<file path="src/rtl/hamming_decode_arbiter.sv">
// Round-robin arbiter feeding one shared SECDED(8,4) decoder with a held output register.
// Define HAMMING_ARB_ERR_CNT_EN to build the saturating single/double error counters.
module hamming_decode_arbiter #(
  parameter int CNT_W = 8
) (
  input  logic             clk,
  input  logic             rst,
  input  logic             a_valid,
  output logic             a_ready,
  input  logic [7:0]       a_code,
  input  logic             b_valid,
  output logic             b_ready,
  input  logic [7:0]       b_code,
  output logic             out_valid,
  input  logic             out_ready,
  output logic             out_src,
  output logic [7:0]       out_code,
  output logic [3:0]       out_data,
  output logic [1:0]       out_flag,
  output logic [2:0]       out_loc,
  input  logic             cnt_clr,
  output logic [CNT_W-1:0] sec_cnt,
  output logic [CNT_W-1:0] ded_cnt
);

  typedef enum logic [1:0] {IDLE, DEC, OUT} state_t;

  state_t     state_q, state_d;
  logic       last_q, last_d;
  logic [7:0] in_reg_q, in_reg_d;
  logic       src_q, src_d;
  logic [7:0] out_code_q, out_code_d;
  logic [1:0] out_flag_q, out_flag_d;
  logic [2:0] out_loc_q, out_loc_d;
  logic       out_src_q, out_src_d;

  logic       gnt_a, gnt_b;
  logic [2:0] syn;
  logic       sp;
  logic [7:0] dec_code;
  logic [1:0] dec_flag;
  logic [2:0] dec_loc;

  // Tie goes to whichever requester was not served last.
  assign gnt_a   = a_valid & (~b_valid | last_q);
  assign gnt_b   = b_valid & (~a_valid | ~last_q);
  assign a_ready = (state_q == IDLE) & gnt_a;
  assign b_ready = (state_q == IDLE) & gnt_b;

  assign syn[0] = in_reg_q[0] ^ in_reg_q[2] ^ in_reg_q[4] ^ in_reg_q[6];
  assign syn[1] = in_reg_q[1] ^ in_reg_q[2] ^ in_reg_q[5] ^ in_reg_q[6];
  assign syn[2] = in_reg_q[3] ^ in_reg_q[4] ^ in_reg_q[5] ^ in_reg_q[6];
  assign sp     = ^in_reg_q;

  always_comb begin
    dec_code = in_reg_q;
    dec_flag = 2'b00;
    dec_loc  = 3'd0;
    if (sp) begin
      dec_flag = 2'b01;
      dec_loc  = syn;
      if (syn == 3'd0) dec_code[7] = ~in_reg_q[7];
      else             dec_code[syn - 3'd1] = ~in_reg_q[syn - 3'd1];
    end else if (syn != 3'd0) begin
      dec_flag = 2'b10;
    end
  end

  always_comb begin
    state_d    = state_q;
    last_d     = last_q;
    in_reg_d   = in_reg_q;
    src_d      = src_q;
    out_code_d = out_code_q;
    out_flag_d = out_flag_q;
    out_loc_d  = out_loc_q;
    out_src_d  = out_src_q;
    case (state_q)
      IDLE: begin
        if (gnt_a || gnt_b) begin
          in_reg_d = gnt_a ? a_code : b_code;
          src_d    = gnt_b;
          last_d   = gnt_b;
          state_d  = DEC;
        end
      end
      DEC: begin
        out_code_d = dec_code;
        out_flag_d = dec_flag;
        out_loc_d  = dec_loc;
        out_src_d  = src_q;
        state_d    = OUT;
      end
      OUT: begin
        if (out_ready) state_d = IDLE;
      end
      default: state_d = IDLE;
    endcase
  end

  always_ff @(posedge clk or posedge rst) begin
    if (rst) begin
      state_q    <= IDLE;
      last_q     <= 1'b1;
      in_reg_q   <= 8'd0;
      src_q      <= 1'b0;
      out_code_q <= 8'd0;
      out_flag_q <= 2'b00;
      out_loc_q  <= 3'd0;
      out_src_q  <= 1'b0;
    end else begin
      state_q    <= state_d;
      last_q     <= last_d;
      in_reg_q   <= in_reg_d;
      src_q      <= src_d;
      out_code_q <= out_code_d;
      out_flag_q <= out_flag_d;
      out_loc_q  <= out_loc_d;
      out_src_q  <= out_src_d;
    end
  end

  assign out_valid = (state_q == OUT);
  assign out_src   = out_src_q;
  assign out_code  = out_code_q;
  assign out_data  = {out_code_q[6], out_code_q[5], out_code_q[4], out_code_q[2]};
  assign out_flag  = out_flag_q;
  assign out_loc   = out_loc_q;

`ifdef HAMMING_ARB_ERR_CNT_EN
  localparam logic [CNT_W-1:0] CNT_ONE = {{(CNT_W-1){1'b0}}, 1'b1};

  logic [CNT_W-1:0] sec_q, sec_d;
  logic [CNT_W-1:0] ded_q, ded_d;

  // Clear has priority over a same-cycle increment.
  always_comb begin
    sec_d = sec_q;
    ded_d = ded_q;
    if (state_q == DEC) begin
      if (dec_flag == 2'b01 && sec_q != '1) sec_d = sec_q + CNT_ONE;
      if (dec_flag == 2'b10 && ded_q != '1) ded_d = ded_q + CNT_ONE;
    end
    if (cnt_clr) begin
      sec_d = '0;
      ded_d = '0;
    end
  end

  always_ff @(posedge clk or posedge rst) begin
    if (rst) begin
      sec_q <= '0;
      ded_q <= '0;
    end else begin
      sec_q <= sec_d;
      ded_q <= ded_d;
    end
  end

  assign sec_cnt = sec_q;
  assign ded_cnt = ded_q;
`else
  logic unused_cnt_clr;
  assign unused_cnt_clr = cnt_clr;
  assign sec_cnt = '0;
  assign ded_cnt = '0;
`endif

endmodule

</file>
<file path="config.mk">
export PLATFORM = sky130hd
export DESIGN_NAME = hamming_decode_arbiter
export DESIGN_NICKNAME = d
export VERILOG_FILES = /design/src/rtl/hamming_decode_arbiter.sv
export SDC_FILE = /design/constraint.sdc
export NUM_CORES = 1
export LEC_CHECK = 0
export ABC_AREA = 1
export CELL_PAD_IN_SITES_DETAIL_PLACEMENT = 2
export CELL_PAD_IN_SITES_GLOBAL_PLACEMENT = 2
export CORE_MARGIN = 5
export CORE_UTILIZATION = 27
export CTS_BUF_LIST = sky130_fd_sc_hd__clkbuf_8
export CTS_CLUSTER_SIZE = 20
export DETAILED_ROUTE_END_ITERATION = 7
export HOLD_SLACK_MARGIN = 0.12
export PLACE_DENSITY = 0.87
export REMOVE_ABC_BUFFERS = 1
export SLEW_MARGIN = 20
export SYNTH_ARGS = -nofsm -noshare
export SYNTH_HDL_FRONTEND = slang
export SYNTH_SLANG_ARGS = --single-unit
</file>
<file path="constraint.sdc">
create_clock -name clk -period 3.3 [get_ports clk]
set_clock_uncertainty 0.1 [all_clocks]
set_input_delay 0.66 -clock clk [delete_from_list [all_inputs] [get_ports clk]]
set_output_delay 0.66 -clock clk [all_outputs]
set_load 0.01 [all_outputs]
</file>
# After elaboration in Yosys (flattened, before gate mapping)
# Index checks and enable logic that the tools add are counted.
# op_classes
n_addsub	1
n_mul	0
n_div	0
magnitude_cmp	2
eq_ne	4
shift	0
n_mux	15
bitwise	20
n_reduce_logical	8
# ops
cell	count
8-bit 2-to-1 mux	2
1-bit bitwise XOR	9
8-bit bitwise mux	1
2-bit 2-to-1 mux	4
8-bit XOR reduction	1
7-bit 2-to-1 mux	1
2-bit case mux with 3 select lines	1
1-bit inverter	5
1-bit AND	4
3-bit by 4-bit less-than comparator with 1-bit output, second input constant	1
2-bit by 1-bit != test with 1-bit output, second input constant	2
2-bit AND reduction	2
1-bit binary-select mux with 3-bit select	1
1-bit demux with 3-bit select	1
3-bit by 1-bit greater-or-equal comparator with 1-bit output, second input constant	1
3-bit logical NOT	1
1-bit 2-to-1 mux	3
3-bit 2-to-1 mux	1
3-bit nonzero test	1
3-bit by 1-bit subtractor with 3-bit output, second input constant	1
2-bit by 1-bit == test with 1-bit output, second input constant	1
2-bit == test, second input constant	1
2-bit logical NOT	1
1-bit bitwise OR	2
2 further kinds	2
# word_totals
ff_bits	26
latch_bits	0
mem_bits_rw	0
romBits	0
input_bits	22
output_inout_bits	37
wordCells	58
n_memories	0

# Depth between registers and ports, before layout
# depth
ltp_word	11
ltp_mapped	17
ltp_nobuf	17

# Worst setup path before layout
# Ideal clock, no wire load.
# synth_timing
kind	register to register
start	reg in_reg_q[6]
end	reg out_code_q[4] (netlist: out_code[4])
arrival_ns	1.931
required_time_ns	3.084
path_slack_ns	1.153
stages_incl_launch_ff	16
n_path_buf	0
period_less_slack_ns	2.147
path_cell_list	dfrtp_1 inv_2 nand2_1 nand2_2 nand2_2 nand2_4 clkinv_2 nand3_2 inv_1 ha_1 inv_1 nand3_1 nor2_1 nand3_1 nand2_1 nand2_1
# synth_between
elab_chain_len	9
elab_cells_between_ends	17
cone_classes	add/sub (1); order compare (2); mux (7); bitwise (4); reduce/logical (3)
# synth_lines
element	line	rtl
from (decl)	30	logic [7:0] in_reg_q, in_reg_d;
from (signal assigned)	114	in_reg_q <= in_reg_d;
1-bit bitwise XOR, on equally long branches	50, 51, 52	
3-bit by 1-bit subtractor with 3-bit output	63	else dec_code[syn - 3'd1] = ~in_reg_q[syn - 3'd1];
3-bit by 4-bit less-than comparator with 1-bit output (implied by the code) or 3-bit by 1-bit greater-or-equal comparator with 1-bit output (tied branches)	63	
1-bit logical AND (implied by the code)	63	
1-bit 2-to-1 mux (implied by the code)	63	
1-bit demux with 3-bit select	63	
8-bit bitwise mux	63	
7-bit 2-to-1 mux	62	if (syn == 3'd0) dec_code[7] = ~in_reg_q[7];
8-bit 2-to-1 mux *	59	if (sp) begin
to (signal assigned)	116	out_code_q <= out_code_d;
to (decl)	32	logic [7:0] out_code_q, out_code_d;
# Mark *: on every way between the ends. The rest lies on a longest branch, timed or not. The select of a mux whose other input is x is not followed.
# A chain may end at the register's enable or synchronous reset.

# Worst setup path in the final report
# layout_timing
start	in a_valid
end	out a_ready
# layout_between
elab_chain_len	2
# layout_lines
element	line	rtl
from (decl)	8	input logic a_valid,
1-bit AND	45	assign gnt_a = a_valid & (~b_valid | last_q);
1-bit AND	47	assign a_ready = (state_q == IDLE) & gnt_a;
to (decl)	9	output logic a_ready,
# Every way passes these cells.

==> out/qor.yml <==
logic_synthesis:
  synth-seq-area-share: 0.3556
  synth-main-ff-cell: "dfrtp_1"
  ys_types: 25
  async_flop_share: 1.000
  synth.cell_area_um2: 1833
  syn_avg_cell_area_um2: 6.764
  yosys_warnings: 0
  syn_inst: 271
  ys_ff_latch: 26
  synth_edf_count: 0
layout:
  syn2layout_area_growth_pct: 25.94
  n_fill_cell: 827
  final_common_cell: "nand2_1"
  drive_above_1_share: 0.1065
  nets: 334
  num_antenna_cells: 0
  final_cell_mix: "87 x nand2_1, 41 x clkdlybuf4s50_1, 25 x inv_1, 25 x dfrtp_1, 24 x nor2_1"
routing:
  drt-initial-drc-count: 38
  wirelength_um: 5411
  routedWlPerCell_um: 13.87
  vias_per_cell: 4.700
  final_antenna_net_count: 0
  drt_pass1_iterations: 4
  num_vias: 1833
  drc: 0
die:
  die_w_um: 92.40
  die_area_um2: 8537
  die_y_um: 92.40
  core-area_um2: 6681
  initial_core_util: 0.2743
  row_count: 30
  io_pins: 59
clocking:
  clk_pin_slew_ns: 0.09
  cts-resized-gates: 0
  clk_root_buffer_cell: "clkbuf_8"
  clkSinkCount: 26
  cts_hold_buf: 0
  cts_made_buffers: 3
  post_cts_buffers: 0
  tritoncts: "yes"
  clk_latency_ns: 0.27
  cts_buffer_depth: 2
  h-tree-depth: 1
worst_setup_path:
  cp_common_cell: "clkdlybuf4s50_1"
  crit_chain: "clkdlybuf4s50_1, o21ai_1, nor3_1, clkdlybuf4s50_1"
  slowest_delay_ns: 0.57
  path_class: "primary input to primary output"
  crit_fanout: 3
  crit_path_end_kind: "primary output"
  start_kind: "primary input"
  slowest_stage: "clkdlybuf4s50_1"
  required_ns: 2.54
  cp.arrival_ns: 1.97
timing:
  finalSetupViolCount: 0
  fmax_ghz: 0.3661
  tns_ns: 0
  hold_violations: 0
  worst_slack_ns: 0.5683
  period_minus_slack_ns: 2.732
  worst_pin_slew_ns: 0.9000
  slew_headroom: 0.3963
  fin_crit_sh: 0.8278
  slew_viol_final: 0
  rsz0062_at_grt: "no"
placement:
  gp_routability_congestion: 0.8488
  dpl_worst_slack_ns: 0.5600
  numPortBuffers: 41
  hpwl_um: 4473
global_routing:
  antenna_found_initial: 0
  grt_pass1_wl_um: 9218
  globalRouteMet2Util: 0.2520
  grt.busiest_layer: "met2"
  use_met1: 0.1563
  gr-usage-met3: 0.01381
  grt_pass1_vias: 1993
  grt_usage: 0.1328
  grt_max_degree: 27
  overflow: 0
run_status:
  status: "finished clean"
min_path:
  min_path_type: "register to register"
run:
  max-cap-violations: 0
==> final timing paths <==
path	startpoint	endpoint	slack, ns	depth (start not counted)
max	a_valid	a_ready	0.57	4
min	out_loc[0]$_DFFE_PP0N_	out_loc[0]$_DFFE_PP0N_	0.39	2
max reg2reg	in_reg_q[6]$_DFFE_PP0P_	out_code[4]$_DFFE_PP0N_	0.71	16
min reg2reg	out_loc[0]$_DFFE_PP0N_	out_loc[0]$_DFFE_PP0N_	0.39	2
max in group asynchronous	rst	last_q$_DFFE_PP1P_	1.86	3
min in group asynchronous	rst	src_q$_DFFE_PP0P_	0.68	2
==> synth_stat cells (2+ instances only) <==
cell / number / area [um2]
o22ai_1: 8 / 50.05
nor2_2: 2 / 12.51
o21ai_1: 2 / 10.01
nand3_1: 21 / 105.1
clkbuf_1: 2 / 7.510
dfrtp_1: 25 / 625.6
nand3_2: 7 / 70.07
nor2_1: 24 / 90.09
a21oi_1: 5 / 25.02
buf_4: 20 / 150.1
nand2_1: 87 / 326.6
nand2_2: 12 / 75.07
inv_1: 26 / 97.59
o21ai_0: 17 / 85.08
inv_2: 3 / 11.26
==> worst max-delay path: cells and delay by family <==
kind                   cells  cell delay, ns
and+or+nand+nor            1            0.16
buffers and inverters      2            1.06
AOI/OAI and AO/OA          1            0.09
==> per-stage QoR <==
stage          hold WS, ns  instance area (um2)  utilization  cells
6_report            0.3913                 2308       0.3455    390
5_1_grt             0.4184                 2308       0.3455    390
4_1_cts             0.3987                 2308       0.3455    390
3_5_place_dp        0.3757                 2253       0.3373    386
3_3_place_gp        0.3663                 2253       0.3373    386
2_1_floorplan       0.3506                 1728            -    263
==> kinds of logic (layout without fill, tap and decap cells) <==
| logic type | count (synthesis) | count (layout) | synth area share |
|---|---|---|---|
| other cells | 1 | 16 | 0.002046 |
| flops | 26 | 26 | 0.3556 |
| xor+xnor | 2 | 2 | 0.009558 |
| buf+inv | 53 | 77 | 0.1502 |
| compound gates | 32 | 32 | 0.09283 |
| fa+ha+maj | 1 | 1 | 0.006825 |
| simple gates | 156 | 156 | 0.3829 |
==> final cells by class <==
cell class              count  area (um2)  share of cell area
multi-input cells         207       962.2              0.4168
flip-flops and latches     26       651.9              0.2824
repair buffers             43       425.4              0.1843
inverters                  30       113.9             0.04932
well taps                  80       100.1             0.04336
clock buffers               4       55.05             0.02385
==> metal layers <==
layer	wire length, um	up-vias
li1	-	904
met1	2307	884
met2	2819	40
met3	215	5
met4	69	0
met5	0	-
==> sequential cells by signal, summed over array words and instances (netlist names) <==
name / flops
last_q: 1
in_reg_q: 8
out_src: 1
out_loc: 3
state_q: 2
src_q: 1
out_flag: 2
out_code: 8
Power is not shown: default switching activity piles up to over one toggle a cycle in this logic, so the estimate is an artifact.
